<file path="src/rtl/truth_table_scanner.sv">
// Exhaustive truth-table scanner: steps a combinational function under test through every
// input vector, captures its output and scores the captured table against an expected mask.
module truth_table_scanner #(
  parameter int N_IN       = 4,
  parameter int SETTLE_CYC = 1
) (
  input  logic                 clk,
  input  logic                 rst_n,
  input  logic                 start,
  input  logic [2**N_IN-1:0]   expected,
  input  logic                 f_in,
  output logic [N_IN-1:0]      vars,
  output logic                 busy,
  output logic                 done,
  output logic [2**N_IN-1:0]   table_out,
  output logic [N_IN:0]        mismatch,
  output logic [N_IN-1:0]      first_err,
  output logic                 err_valid,
  output logic                 pass
);

  localparam int W  = 2**N_IN;
  localparam int CW = (SETTLE_CYC > 1) ? $clog2(SETTLE_CYC) : 1;

  localparam logic [1:0] IDLE   = 2'd0;
  localparam logic [1:0] SETTLE = 2'd1;
  localparam logic [1:0] SAMPLE = 2'd2;
  localparam logic [1:0] DONE   = 2'd3;

  localparam logic [N_IN-1:0] LAST_IDX    = '1;
  localparam logic [CW-1:0]   SETTLE_LAST = CW'(SETTLE_CYC - 1);

  logic [1:0]      state;
  logic [N_IN-1:0] idx;
  logic [CW-1:0]   cnt;
  logic [W-1:0]    exp_q;

  logic            miss;
  logic [N_IN:0]   mismatch_nxt;

  assign miss         = (f_in != exp_q[idx]);
  assign mismatch_nxt = mismatch + {{N_IN{1'b0}}, miss};

  // vars is parked at 0 outside the active vectors so the FUT sees a stable input.
  assign busy = (state == SETTLE) || (state == SAMPLE);
  assign vars = busy ? idx : '0;
  assign done = (state == DONE);

  // NOTE: every register here is updated with <= so all reads in this block see the
  // pre-edge values; mixing in blocking writes would make the update order matter.
  always_ff @(posedge clk) begin
    if (!rst_n) begin
      state     <= IDLE;
      idx       <= '0;
      cnt       <= '0;
      exp_q     <= '0;
      table_out <= '0;
      mismatch  <= '0;
      first_err <= '0;
      err_valid <= 1'b0;
      pass      <= 1'b0;
    end else begin
      case (state)
        IDLE: begin
          if (start) begin
            exp_q     <= expected;
            idx       <= '0;
            cnt       <= '0;
            table_out <= '0;
            mismatch  <= '0;
            first_err <= '0;
            err_valid <= 1'b0;
            pass      <= 1'b0;
            state     <= SETTLE;
          end
        end

        SETTLE: begin
          if (cnt == SETTLE_LAST) begin
            cnt   <= '0;
            state <= SAMPLE;
          end else begin
            cnt <= cnt + 1'b1;
          end
        end

        SAMPLE: begin
          table_out[idx] <= f_in;
          mismatch       <= mismatch_nxt;
          if (miss && !err_valid) begin
            first_err <= idx;
            err_valid <= 1'b1;
          end
          // pass is resolved on the final sample so it is already valid during the done pulse.
          if (idx == LAST_IDX) begin
            pass  <= (mismatch_nxt == '0);
            state <= DONE;
          end else begin
            idx   <= idx + 1'b1;
            state <= SETTLE;
          end
        end

        default: begin
          state <= IDLE;
        end
      endcase
    end
  end

endmodule

</file>
<file path="config.mk">
export PLATFORM = sky130hd
export DESIGN_NAME = truth_table_scanner
export DESIGN_NICKNAME = d
export VERILOG_FILES = /design/src/rtl/truth_table_scanner.sv
export SDC_FILE = /design/constraint.sdc
export NUM_CORES = 1
export LEC_CHECK = 0
export CORE_AREA = 2 2 80 120
export CTS_CLUSTER_DIAMETER = 100
export DETAILED_ROUTE_END_ITERATION = 10
export DIE_AREA = 0 0 82 122
export PLACE_DENSITY = 0.59
export SLEW_MARGIN = 20
export SYNTH_ARGS = -nofsm -noshare
export SYNTH_HDL_FRONTEND = slang
export SYNTH_SLANG_ARGS = --single-unit
export TNS_END_PERCENT = 100
</file>
<file path="constraint.sdc">
create_clock -name clk -period 9.85 [get_ports clk]
set_clock_uncertainty 0.15 [all_clocks]
set_input_delay 1.97 -clock clk [delete_from_list [all_inputs] [get_ports clk]]
set_output_delay 1.97 -clock clk [all_outputs]
set_load 0.02 [all_outputs]
</file>
==> flow_metrics.tcl <==
set metrics [dict create \
    status "finished clean" \
    postSynthCellCount 311 \
    dieArea_mm2 0.0100 \
    maxSlewHeadroom_pct 47.2 \
    post-route-min-period_ns 4.38 \
    hold_viol_final 0 \
    coreArea_mm2 0.00904 \
    synth_cell_types 45 \
    final_max_slew_viol_count 0 \
    wl_per_cell_um 14.6 \
    async_flop_share_pct 0 \
    syn_area_mm2 0.00263 \
    synth_top_area_cell "dfxtp_1" \
    arrival_ns 4.46 \
    grt_pass1_vias 2223 \
    io_pins 53 \
    leakagePower_nw 1.17 \
    synth.net_count 340 \
    ys_warn_count 0 \
    grt_usage_pct 14.1 \
    h-tree-depth 2 \
    powerDensity_mw_per_mm2 161 \
    finish.net_count 377 \
    tightest_slew_ns 0.791 \
    utilization_pct 37.2 \
    hpwl_um 4690 \
    portBuffers 52 \
    fillers 965 \
    path_class "in -> reg" \
    clk_path_buf_depth 2 \
    syn_avg_cell_area_um2 8.46 \
    holdWs_ns 0.301 \
    vias 2348 \
    grt_pass1_wl_um 11000 \
    fp.dieW_um 82 \
    drt_drc_violations_left 0 \
    max_freq_ghz 0.228 \
    start_util_pct 29.1 \
    cts_setup_buffers 0 \
    fin_ws_ns 5.47 \
    mostFrequentLayoutCell "clkdlybuf4s50_1" \
    fin_crit_sh_pct 44.5 \
    cts_resized 0 \
    antenna_found_initial 0 \
    drt_iter0_markers 113 \
    hold_buffers 0 \
    total_power_uw 541 \
    fp.dieH_um 122 \
    cts_buffers 5 \
    overflow 0 \
    dp_slack_ns 5.20 \
    setup_viol 0 \
    grt_max_degree 47 \
    routabilityCongestion 0.802 \
    path_max_fanout 24 \
    drt_wl_total_um 6730 \
    routed_via_density 5.09 \
    hp-class "reg -> reg" \
    synth_seq_area_share_pct 37.3 \
    ant_nets 0 \
    rsz0062_at_grt "false" \
    tns_ns 0 \
    antenna_cells 0 \
    ys_top_cells_by_area "dfxtp_1 (37%), a21oi_1 (7.0%), nand2_1 (5.8%), nand4_1 (4.5%), a21boi_0 (4.3%)" \
    end_kind "flip-flop" \
    insertion_delay_ns 0.29 \
    synth-seq-cells 49 \
    worstSetupStartpointType "primary input" \
    cts_root_buf "clkbuf_16" \
    cp.required_ns 9.92 \
    cap_violations 0 \
    synth_edf_count 0 \
    cts_tree "yes" \
    synth.top_cell.area_share_pct 37.3 \
    dominantRegCellSynth "dfxtp_1" \
    placementRows 43 \
    peakVddDrop_v 0.0000705 \
    cts.sinks 49 \
    dr.pass1.iters 4 \
    final_cell_mix "clkdlybuf4s50_1 (52), dfxtp_1 (49), nand2_1 (41)" \
    layout-drive-gt1-share_pct 5.73 \
    area_delta_synth_final_pct 27.6 \
    clk_pin_slew_ns 0.07 \
]
[Yosys cell counts (2+ instances only)]
| cell | number |
|---|---|
| mux2i_1 | 5 |
| and2_1 | 6 |
| a31oi_1 | 4 |
| a32oi_1 | 3 |
| dfxtp_1 | 49 |
| a22oi_1 | 2 |
| a21oi_1 | 37 |
| xor2_1 | 3 |
| nor2b_1 | 2 |
| xnor2_1 | 3 |
| nor2_1 | 16 |
| o211ai_1 | 5 |
| a41oi_1 | 2 |
| and3b_1 | 2 |
| nand4_1 | 19 |
| inv_1 | 6 |
| nor3b_1 | 3 |
| clkbuf_1 | 17 |
| ha_1 | 9 |
| inv_2 | 2 |
| o21ai_0 | 2 |
| or3_1 | 2 |
| nand3_1 | 5 |
| nand2_1 | 41 |
| and3_1 | 3 |
| a21boi_0 | 15 |
| nand2b_1 | 2 |
| o21ai_1 | 19 |
| mux4_1 | 4 |
| buf_4 | 3 |
| o21a_1 | 3 |
| buf_6 | 4 |
[worst max-delay path, stage by stage]
cell	delay, ns
clkdlybuf4s50_1	0.45
buf_4	0.29
xnor2_4	0.18
inv_1	0.07
ha_1	0.21
ha_1	0.30
or4_1	0.54
nor4_1	0.29
a21oi_1	0.07
nor2_1	0.08
[cell families (layout without fill, tap and decap cells)]
family	count (synthesis)	in the layout	share of synthesized area (%)
simple gates	108	108	20.6
xor+xnor	7	7	3.04
fa+ha+maj	9	9	4.28
compound gates	94	94	21.3
mux	11	11	7.18
flops	49	49	37.3
buf+inv	33	71	6.32
[worst paths after layout]
path / from / end / slack [ns] / depth (start not counted)
worst max-delay path: f_in / pass / 5.47 / 10
worst min-delay path: exp_q[7] / exp_q[7] / 0.30 / 2
worst max register to register: idx[1] / pass / 5.96 / 10
worst min register to register: exp_q[7] / exp_q[7] / 0.30 / 2
[power breakdown]
group          total (mW)  switching, mW  internal [mW]
Sequential          0.217        0.00832          0.209
Clock               0.202         0.0751          0.127
Combinational       0.122         0.0761         0.0460
Total               0.541          0.160          0.381
[metrics by stage]
step,std cells,cell area [µm²]
finish,461,3360
global route,461,3360
CTS,461,3360
detailed placement,453,3180
global placement,453,3180
floorplan,311,2630
[area by class of cell]
class	count	area, µm²	area share, %
Timing Repair Buffer	55	543	16.2
Clock inverter	2	37.5	1.12
Multi-Input combinational cell	229	1490	44.3
Clock buffer	6	139	4.13
Sequential cell	49	981	29.2
Inverter	8	30.0	0.894
Tap cell	112	140	4.17
[registers in the layout, summed over array words and instances, names as in the netlist]
signal     count
table_out     16
first_err      4
state          2
mismatch       5
idx            4
exp_q         16
err_valid      1
pass           1
[layer usage]
metal  GRT usage (%)  vias up  wire, µm
met3            2.74       12       229
met2            24.4       48      3500
met1            16.4     1095      2830
met4            6.15        0       165
met5               0        -         0
li1                -     1193         -
(Power assumes the default switching activity.)
